$ cat config.mk
export PLATFORM = sky130hd
export DESIGN_NAME = tag_compare
export DESIGN_NICKNAME = d
export VERILOG_FILES = /design/src/rtl/tag_compare.sv
export SDC_FILE = /design/constraint.sdc
export NUM_CORES = 1
export LEC_CHECK = 0
export CAP_MARGIN = 20
export CELL_PAD_IN_SITES_DETAIL_PLACEMENT = 1
export CELL_PAD_IN_SITES_GLOBAL_PLACEMENT = 2
export CORE_MARGIN = 8
export CORE_UTILIZATION = 30
export DETAILED_ROUTE_END_ITERATION = 12
export DONT_BUFFER_PORTS = 1
export PLACE_DENSITY_LB_ADDON = 0.05
export SLEW_MARGIN = 20
export SYNTH_ARGS = -nofsm -noshare
export SYNTH_HDL_FRONTEND = slang
export SYNTH_SLANG_ARGS = --single-unit
$ cat constraint.sdc
create_clock -name clk -period 2.3 [get_ports clk]
set_input_delay 0.23 -clock clk [delete_from_list [all_inputs] [get_ports clk]]
set_output_delay 0.23 -clock clk [all_outputs]
set_load 0.02 [all_outputs]
$ cat src/rtl/tag_compare.sv
// tag_compare
// Consumer end of the request FIFO. Pops one queued AXI request, waits for the
// in-order tag-memory response for the same set, and presents a hit/miss
// result with victim state to the cache controller over valid/ready.
//
// Ports:
//   clk, rst            - rising-edge clock, synchronous active-high reset
//   fifo_empty_i        - request FIFO empty
//   fifo_rden_o         - FIFO pop strobe (data valid the following cycle)
//   fifo_data_i         - {rw (1=write), id, addr}
//   tag_rid_i           - tag response ID
//   tag_rdata_i         - {valid, dirty, tag}
//   tag_rvalid_i        - tag response valid
//   tag_rready_o        - tag response accept (high only while waiting for it)
//   res_valid_o         - result valid, held until res_ready_i
//   res_ready_i         - result accept
//   res_hit_o           - stored line valid and stored tag == request tag
//   res_write_o         - request was a write
//   res_id_o            - request ID
//   res_addr_o          - request address
//   res_index_o         - set index of the request
//   res_victim_dirty_o  - stored line valid, dirty and not a hit
//   res_victim_tag_o    - stored tag
//   err_id_mismatch_o   - sticky: response ID differed from request ID
module tag_compare #(
  parameter int ID_WIDTH     = 16,
  parameter int ADDR_WIDTH   = 64,
  parameter int INDEX_WIDTH  = 4,
  parameter int OFFSET_WIDTH = 6,
  parameter int TAG_WIDTH    = ADDR_WIDTH - INDEX_WIDTH - OFFSET_WIDTH
) (
  input  logic                         clk,
  input  logic                         rst,
  input  logic                         fifo_empty_i,
  output logic                         fifo_rden_o,
  input  logic [ID_WIDTH+ADDR_WIDTH:0] fifo_data_i,
  input  logic [ID_WIDTH-1:0]          tag_rid_i,
  input  logic [TAG_WIDTH+1:0]         tag_rdata_i,
  input  logic                         tag_rvalid_i,
  output logic                         tag_rready_o,
  output logic                         res_valid_o,
  input  logic                         res_ready_i,
  output logic                         res_hit_o,
  output logic                         res_write_o,
  output logic [ID_WIDTH-1:0]          res_id_o,
  output logic [ADDR_WIDTH-1:0]        res_addr_o,
  output logic [INDEX_WIDTH-1:0]       res_index_o,
  output logic                         res_victim_dirty_o,
  output logic [TAG_WIDTH-1:0]         res_victim_tag_o,
  output logic                         err_id_mismatch_o
);

  typedef enum logic [1:0] {
    IDLE     = 2'd0,
    CAPTURE  = 2'd1,
    WAIT_TAG = 2'd2,
    RESULT   = 2'd3
  } state_t;

  state_t                  state;
  logic                    req_write;
  logic [ID_WIDTH-1:0]     req_id;
  logic [ADDR_WIDTH-1:0]   req_addr;
  logic                    line_valid;
  logic                    line_dirty;
  logic [TAG_WIDTH-1:0]    line_tag;
  logic                    err_sticky;
  logic [TAG_WIDTH-1:0]    req_tag;
  logic                    hit;

  // Compare is done purely on captured request and captured tag response.
  assign req_tag = req_addr[ADDR_WIDTH-1 -: TAG_WIDTH];
  assign hit     = line_valid && (line_tag == req_tag);

  // The pop must land in the IDLE cycle itself to meet the 4-cycle pop-to-pop
  // rate, so it is a decode of the state register gated by the empty flag;
  // rst masks it so nothing is popped in a reset cycle.
  assign fifo_rden_o  = (state == IDLE) && !fifo_empty_i && !rst;
  assign tag_rready_o = (state == WAIT_TAG);
  assign res_valid_o  = (state == RESULT);

  // Result fields are driven straight from registers so they stay stable
  // for as long as the controller holds off res_ready_i.
  assign res_hit_o          = hit;
  assign res_write_o        = req_write;
  assign res_id_o           = req_id;
  assign res_addr_o         = req_addr;
  assign res_index_o        = req_addr[OFFSET_WIDTH +: INDEX_WIDTH];
  assign res_victim_dirty_o = line_valid && line_dirty && !hit;
  assign res_victim_tag_o   = line_tag;
  assign err_id_mismatch_o  = err_sticky;

  // Request/response sequencing FSM with capture registers.
  always_ff @(posedge clk) begin
    if (rst) begin
      state      <= IDLE;
      req_write  <= 1'b0;
      req_id     <= '0;
      req_addr   <= '0;
      line_valid <= 1'b0;
      line_dirty <= 1'b0;
      line_tag   <= '0;
      err_sticky <= 1'b0;
    end else begin
      case (state)
        IDLE: begin
          if (!fifo_empty_i) begin
            state <= CAPTURE;
          end else begin
            state <= IDLE;
          end
        end
        CAPTURE: begin
          // FIFO data is valid the cycle after the pop strobe.
          {req_write, req_id, req_addr} <= fifo_data_i;
          state                         <= WAIT_TAG;
        end
        WAIT_TAG: begin
          if (tag_rvalid_i) begin
            {line_valid, line_dirty, line_tag} <= tag_rdata_i;
            // A mismatched ID is flagged but the result is still produced.
            if (tag_rid_i != req_id) begin
              err_sticky <= 1'b1;
            end else begin
              err_sticky <= err_sticky;
            end
            state <= RESULT;
          end else begin
            state <= WAIT_TAG;
          end
        end
        RESULT: begin
          if (res_ready_i) begin
            state <= IDLE;
          end else begin
            state <= RESULT;
          end
        end
        default: state <= IDLE;
      endcase
    end
  end

endmodule

# Yosys cells after proc, flatten, opt, wreduce, memory -nomap -nowiden
# Index checks and enable logic that the tools add are counted.
totals:
  reg_bits: 140
  latch_bits: 0
  mem_bits_rw: 0
  rom_bits: 0
  input_bits: 158
  out_inout_bits: 145
  wordCells: 28
  memories: 0
op_classes:
  addsub: 0
  mul: 0
  div: 0
  n_lt_le_gt_ge: 0
  n_eq_ne: 5
  shift: 0
  muxes: 4
  bitwise_logic: 0
  n_reduce_logical: 11
ops:
  columns: ["op", "n"]
  rows:
  - ["equality test 54 bit", 1]
  - ["!= test 16 bit", 1]
  - ["case mux 2 bit (4 select lines)", 1]
  - ["logical AND 1 bit", 5]
  - ["equality test 2 bit, second input constant", 2]
  - ["zero test 1 bit", 3]
  - ["AND reduction 3 bit", 1]
  - ["equality test 2 x 1 -> 1 bit, second input constant", 1]
  - ["zero test 2 bit", 1]
  - ["two-way mux 1 bit", 2]
  - ["two-way mux 2 bit", 1]
  - ["AND reduction 2 bit", 1]

# Logic depth before layout (Yosys ltp)
# Gate-level depths: netlist (run 1).
depth:
  ltp_word: 4
  depth_mapped: 6
  ltp_nobuf: 5

# Worst setup path after synthesis (run 1)
# No wires, ideal clock.
synth_timing:
  kind: "register -> output"
  from: "register req_addr[12] (netlist: res_addr_o[12])"
  to: "output res_hit_o"
  t_arrival_ps: 1570
  required_ps: 2070
  setup_slack_ps: 500
  path_stages_with_launch: 5
  path_cell_list: "dfxtp_1 -> and2b_2 -> a2111oi_2 -> nand4_1 -> nor3_1"
synth_between:
  elab_chain_cells: 2
synth_rtl:
  columns: ["item", "line_no", "rtl"]
  rows:
  - ["start: declaration", "63", "logic [ADDR_WIDTH-1:0] req_addr;"]
  - ["start signal: assignment", "115", "{req_write, req_id, req_addr} <= fifo_data_i;"]
  - ["equality test 54 bit", "73", "assign hit = line_valid && (line_tag == req_tag);"]
  - ["logical AND 1 bit", "73", null]
  - ["end: declaration", "43", "output logic res_hit_o,"]
# No other way between the ends.

# Worst setup path in the final report (run 1)
layout_timing:
  from: "register line_tag[30] (netlist: res_victim_tag_o[30])"
  to: "output res_victim_dirty_o"
layout_between:
  elab_chain_cells: 4
layout_rtl:
  columns: ["item", "line_no", "rtl"]
  rows:
  - ["start: declaration", "66", "logic [TAG_WIDTH-1:0] line_tag;"]
  - ["start signal: assignment", "120", "{line_valid, line_dirty, line_tag} <= tag_rdata_i;"]
  - ["equality test 54 bit", "73", null]
  - ["logical AND 1 bit", "73", null]
  - ["zero test 1 bit", "89", "assign res_victim_dirty_o = line_valid && line_dirty && !hit;"]
  - ["logical AND 1 bit", "89", null]
  - ["end: declaration", "48", "output logic res_victim_dirty_o,"]
# No other way between the ends.

==> summary.md, run 1 <==
| Metric | Value |
|---|---|
| Hold Crit Class | in2reg |
| Clock Latency Late Sink | 0.42 ns |
| Nets | 1079 |
| Setup Buffers After CTS | 0 |
| Final Util | 0.464 |
| CP Class | reg2out |
| Crit-path max FO | 2 |
| Final Max Tran Viols | 0 |
| DR pass1 iterations | 4 |
| Max cap viols | 0 |
| PD cells | 796 nW/um^2 |
| Setup slack after layout | -0.00708 ns |
| Initial antenna violation count | 1 |
| GRT overflow | 0 |
| Largest net degree at the start of global routing | 111 |
| Final Hold Vio Count | 0 |
| Fin crit share | 1.00 |
| Area growth, synth to finish | 52.0% |
| Synth top area cells | dfxtp_1, nand2_1, a21oi_1, xnor2_1, xor2_1 |
| Worst Setup End Kind | output pin |
| Clock sinks | 140 |
| Syn. warnings | 0 |
| Crit path launch | res_victim_tag_o[30] |
| FF+latch count, synth | between 100 and 150 |
| Worst Hold Launch | tag_rvalid_i |
| Initial core utilization | 0.305 |
| Vias in the first global route | 6399 |
| Layout cell share with drive strength beyond 1 | 0.166 |
| Mean Syn Cell Area | approximately 8 um^2 |
| Clock transition at the registers of the reported paths | 0.06 ns |
| Top-area cell type share of the netlist area | 0.493 |
| Die X | 154 um |
| Vertical die dimension | 154 um |
| H-Tree Depth | 4 |
| DR vias | between 5000 and 6000 |
| 1st-iter DRT viols | 141 |
| First-pass GRT wire length | 37700 um |
| Most common library cell in the layout ignoring fill and taps | nand2_1 |
| CTS max path bufs | 2 |
| F_max | 433 MHz |
| Number of port buffers | 0 |
| Status | finished, violations left |
| Mapped Area | between 5000 and 6000 um^2 |
| Post-Synthesis Cells | 722 |
| Worst Tran Pin Value | 0.519 ns |
| Worst EP required | 2.07 ns |
| Final WL | 24700 um |
| Post-DRT Antenna Nets | 0 |
| I/O pins | 303 |
| WP data arrival | 2.08 ns |
| Syn Nets | 880 |
| RSZ-0062 raised after global routing | true |
| Final min period | roughly 2.3 ns |
| Clk root buf | clkbuf_16 |
| Via-per-instance ratio | 4.89 |
| Routed wire per std cell | 21.1 um |
| TritonCTS clock tree | built |
| GP Congestion | 0.797 |
| Register area share after synthesis | 0.493 |
| Leak pwr | 3.36 nW |
| Rows | 50 |
| Post-route insts no fill | 1168 |
| Worst rel slew slack | 0.654 |
| Setup Skew | 0.00668 ns |
| # diodes | 0 |
| Most frequent cells in the layout | nand2_1, a21oi_1, dlygate4sd3_1 |
| CORE AREA | between 15000 and 20000 um^2 |
| Netlist cell types | 29 |
| HPWL after DPL | approximately 17000 um |
| GRT Resource Usage Total | 0.205 |
| TritonCTS buffer count | 17 |
| Detailed-route DRC error count | 0 |
| Die area | 23600 um^2 |
| Failing checks | negative setup slack |
| Startpoint Class | flip-flop |
| Placed Instances | 996 |
| Synth area leader | dfxtp_1 |
| VDD IR-drop max | 0.525 mV |
| RR Startpoint | res_id_o[6] |
| Endpoints failing setup | 1 |
## final timing paths
kind                                      endpoint  slack, ns  cells past startpoint
worst max-delay path            res_victim_dirty_o     -0.007                      5
worst min-delay path                      state[0]       0.12                      4
worst max register to register   err_id_mismatch_o       0.19                      6
worst min register to register          line_dirty       0.50                      2
## stage by stage
stage / setup slack, ns / cell area, um^2 / TNS, ns / total power, mW / hold slack [ns]
CTS: -0.0678 / 8600 / -0.0682 / 6.94 / 0.107
global route: -0.100 / 8650 / -0.131 / 7.16 / 0.104
global placement: -0.0581 / 6440 / -0.0581 / 3.50 / 0.314
floorplan: 0.500 / 5690 / 0 / 3.25 / 0.326
detailed placement: 0.00108 / 6440 / 0 / 3.52 / 0.320
finish: -0.00708 / 8650 / -0.00708 / 6.88 / 0.119
## registers in the layout, indices dropped and copies added (netlist names)
signal             count
line_dirty             1
res_id_o              16
res_write_o            1
res_victim_tag_o      54
err_id_mismatch_o      1
res_addr_o            64
state                  2
line_valid             1
## power breakdown
| part | switching (mW) | internal [mW] | total, mW |
|---|---|---|---|
| Clock | 1.12 | 2.04 | 3.15 |
| Sequential | 0.183 | 2.55 | 2.73 |
| Combinational | 0.546 | 0.451 | 0.997 |
## synth_stat cells
| master | instances |
|---|---|
| o22ai_1 | 1 |
| buf_2 | 25 |
| or2b_1 | 3 |
| a21oi_1 | 140 |
| nand2b_1 | 1 |
| clkbuf_1 | 17 |
| nand4_1 | 12 |
| nor4_1 | 9 |
| buf_4 | 4 |
| a2111oi_2 | 1 |
| nand2_1 | 277 |
| and2_2 | 1 |
| o311a_1 | 1 |
| inv_1 | 7 |
| o2111ai_1 | 1 |
| nor2_1 | 4 |
| nor2b_1 | 2 |
| xor2_1 | 21 |
| xnor2_1 | 42 |
| dfxtp_1 | 140 |
| o21ai_0 | 2 |
| a211oi_1 | 1 |
| and2b_2 | 1 |
| nor3_1 | 1 |
| buf_6 | 4 |
| a221oi_1 | 1 |
| mux2i_1 | 1 |
| and2_1 | 1 |
| nor2b_4 | 1 |
## timing repair
action,in CTS,in global routing
hold buffers,140,0
pin swaps,7,12
gates resized for setup,15,13
endpoints found under the setup margin,2,8
endpoints found under the hold margin,140,0
## layout make-up
class | instances | area [um^2]
Clock buffer | 17 | 425
Clock inverter | 15 | 245
Fill cell | 2149 | 9990
Inverter | 7 | 26.3
Multi-Input combinational cell | 525 | 2720
Sequential cell | 140 | 2820
Tap cell | 234 | 293
Timing Repair Buffer | 230 | 2120
## routing by layer
layer,global-route usage,part of all wire,vias up
li1,-,-,2735
met1,0.220,0.40,2745
met2,0.355,0.49,201
met3,0.0866,0.090,32
met4,0.0756,0.025,2
met5,0,0.00045,-
## worst max-delay path, stage by stage, from the launching register on
cell and delay (ns):
dfxtp_2 0.35, xnor2_4 0.24, nand4_1 0.17, nor4_2 0.33, nand2_2 0.15, o311a_4 0.41
## cells by family after synthesis
family	after synthesis	synth area share
XOR/XNOR	63	0.0970
multiplexers	1	0.00176
flip-flops	140	0.493
buffers and inverters	57	0.0510
AND/OR/NAND/NOR	313	0.223
AO/OA/AOI/OAI	148	0.135
(Power assumes the default switching activity.)
==> run 2, diff against run 1 <==
CAP_MARGIN = 10   (was 20)
CORE_MARGIN = 1   (was 8)
==> run 2 against run 1 <==
The run still ends with negative setup slack left. Maximum frequency decreased by 2.2%. Sequential power about the same. Utilization decreased by 0.83 points. Routed wire length decreased by 8.0%. Hold slack got worse by 0.0046 ns. Non-clock buffer count decreased by 9. Via count decreased by 1.4%. Register-to-register slack got worse by 0.05 ns. Largest power group is now registers.
==> summary.md, run 2 (same netlist as run 1, synthesis figures left out) <==
| Metric | Value |
|---|---|
| Status | finished, violations left (unchanged) |
| Failing checks | negative setup slack (unchanged) |
| Fillers | 2194 (was 2149) |
| Post-DRT Antenna Nets | 0 (unchanged) |
| Clock sinks | 140 (unchanged) |
| WP data arrival | 2.13 ns (was 2.08 ns) |
| Leak pwr | 3.27 nW (was 3.36 nW) |
| Vertical die dimension | 140 um (was 154 um) |
| Via-per-instance ratio | 4.85 (was 4.89) |
| First-pass GRT wire length | 33900 um (was 37700 um) |
| TritonCTS buffer count | 17 (unchanged) |
| Max stage delay on crit path | 0.43 ns (was 0.41 ns) |
| Clock Latency Late Sink | 0.42 ns (about the same) |
| Die X | 140 um (was 154 um) |
| Final min period | 2.36 ns (was 2.31 ns) |
| Initial core utilization | 0.305 (unchanged) |
| Worst Setup End Kind | output pin (unchanged) |
| Critical path's slowest cell | o311a_4 (unchanged) |
| DP Area | 6380 um^2 (was 6440 um^2) |
| Setup slack after layout | -0.0583 ns (was -0.00708 ns) |
| Setup Skew | 0.00743 ns (was 0.00668 ns) |
| Post-route cell area | 8500 um^2 (was 8650 um^2) |
| Rows | 50 (unchanged) |
| H-Tree Depth | 4 (unchanged) |
| Endpoints failing setup | 1 (unchanged) |
| Setup Buffers After CTS | 0 (unchanged) |
| Number of port buffers | 0 (unchanged) |
| Most common library cell in the layout ignoring fill and taps | nand2_1 (unchanged) |
| I/O pins | 303 (unchanged) |
| Area growth, synth to finish | 49.3% (was 52.0%) |
| Final Util | 0.456 (was 0.464) |
| Max cap viols | 0 (unchanged) |
| Family with the most delay on the worst path | simple AND/OR/NAND/NOR gates (unchanged) |
| Final Max Tran Viols | 0 (unchanged) |
| RSZ-0062 raised after global routing | true (unchanged) |
| Buf/Inv on CP | 0 (unchanged) |
| Nets | 1071 (was 1079) |
| Die area | 19500 um^2 (was 23600 um^2) |
| Layout cell share with drive strength beyond 1 | 0.153 (was 0.166) |
| TritonCTS clock tree | built (unchanged) |
| CTS max path bufs | 2 (unchanged) |
| Detailed-route DRC error count | 0 (unchanged) |
| Most frequent cells in the layout | nand2_1, a21oi_1, dlygate4sd3_1 (unchanged) |
| Clock transition at the registers of the reported paths | 0.06 ns (about the same) |
| Initial antenna violation count | 2 (was 1) |
| Crit-path max FO | 2 (unchanged) |
| DR pass1 iterations | 4 (unchanged) |
| Worst Tran Pin Value | 0.725 ns (was 0.519 ns) |
| CORE AREA | 18600 um^2 (unchanged) |
| F_max | 424 MHz (was 433 MHz) |
| Largest net degree at the start of global routing | 111 (unchanged) |
| Worst rel slew slack | 0.516 (was 0.654) |
| GP Congestion | 0.785 (was 0.797) |
| Startpoint Class | flip-flop (unchanged) |
| GRT Resource Usage Total | 0.228 (was 0.205) |
| Vias in the first global route | 6131 (was 6399) |
| HPWL after DPL | 15100 um (was 17400 um) |
| Fin crit share | 1.03 (was 1.00) |
| Worst EP required | 2.07 ns (about the same) |
| Clk root buf | clkbuf_16 (unchanged) |
| Max reg flops | 64 (unchanged) |
| Final Hold Vio Count | 0 (unchanged) |
| Final WL | 22700 um (was 24700 um) |
| 1st-iter DRT viols | 165 (was 141) |
| Routed wire per std cell | 19.5 um (was 21.1 um) |
| PD cells | 758 nW/um^2 (was 796 nW/um^2) |
| Hold Crit Class | in2reg (unchanged) |
| CP Class | reg2out (unchanged) |
| VDD IR-drop max | 0.500 mV (was 0.525 mV) |
| Cell Chain, Critical Path | xnor2_1 > nand4_1 > nor4_2 > nand2_1 > o311a_4 (was xnor2_4 > nand4_1 > nor4_2 > nand2_2 > o311a_4) |
| DR vias | 5634 (was 5715) |
| GRT overflow | 0 (unchanged) |
-- run 2: cell types whose count changed in the layout (fill, tap and decap cells not counted), sizes merged --
cell      delta
clkbuf       +8
clkinv       -2
clkinvlp     -1
nand2b       +1
diode        +2
buf          -9
inv          -1
bufinv       -4
-- run 2: worst paths after layout --
kind | from | cells past startpoint | slack, ns | end
worst max-delay path | res_addr_o[62] | 5 | -0.06 | res_victim_dirty_o
worst min-delay path | tag_rvalid_i | 4 | 0.11 | state[0]
worst max register to register | state[0] | 6 | 0.14 | res_victim_tag_o[4]
worst min register to register | line_dirty | 2 | 0.49 | line_dirty
-- run 2: worst reg2reg max path: stages, from the launching register on --
cell and delay [ns]:
dfxtp_2 0.49, nor2b_4 0.12, nand2_2 0.08, buf_4 0.57, nand2_1 0.14, a21oi_1 0.17, dlygate4sd3_1 0.56
-- run 2: per-layer routing --
| metal | GRT usage | up-vias | routed length, um |
|---|---|---|---|
| li1 | - | 2726 | - |
| met1 | 0.253 | 2666 | 9350 |
| met2 | 0.395 | 211 | 11000 |
| met3 | 0.0791 | 31 | 1680 |
| met4 | 0.0954 | 0 | 653 |
| met5 | 0 | - | 0 |
-- run 2: where the power goes --
group | leakage, nW | internal [mW] | switching (mW)
logic | 1.84 | 0.441 | 0.522
clock network | 0.281 | 1.68 | 1.06
registers | 1.15 | 2.55 | 0.195
-- run 2: what timing repair did --
| item | 4_1_cts | 5_1_grt |
|---|---|---|
| endpoints found under the setup margin | 2 | 22 |
| gates cloned | 0 | 1 |
| hold buffers | 140 | 0 |
| pin swaps | 5 | 7 |
| endpoints found under the hold margin | 140 | 0 |
| resized for setup | 9 | 19 |
-- run 2: per-stage QoR --
| stage | hold WS [ns] | setup TNS [ns] | cells | power (mW) | setup slack, ns |
|---|---|---|---|---|---|
| 2_1_floorplan | 0.326 | 0 | 722 | 3.25 | 0.500 |
| 3_3_place_gp | 0.312 | -0.0692 | 987 | 3.48 | -0.0692 |
| 3_5_place_dp | 0.311 | -0.0159 | 987 | 3.50 | -0.0159 |
| 4_1_cts | 0.0858 | -0.115 | 1159 | 6.50 | -0.0962 |
| 5_1_grt | 0.149 | -0.227 | 1162 | 6.71 | -0.142 |
| 6_report | 0.114 | -0.0583 | 1162 | 6.44 | -0.0583 |
-- run 2: cell type report --
type / instances / area, um^2 / share of cell area
Timing Repair Buffer: 221 / 2060 / 0.243
Clock buffer: 25 / 485 / 0.0571
Inverter: 7 / 26.3 / 0.00309
Clock inverter: 7 / 87.6 / 0.0103
Tap cell: 234 / 293 / 0.0345
Multi-Input combinational cell: 526 / 2710 / 0.319
Sequential cell: 140 / 2830 / 0.333
Antenna cell: 2 / 5.00 / 0.000589
==> run 3, diff against run 2 <==
SKIP_LAST_GASP = 1   (was not set)
SLEW_MARGIN = 10   (was 20)
==> results of run 3 <==
Final layout, timing and power as in run 2 (identical DEF).
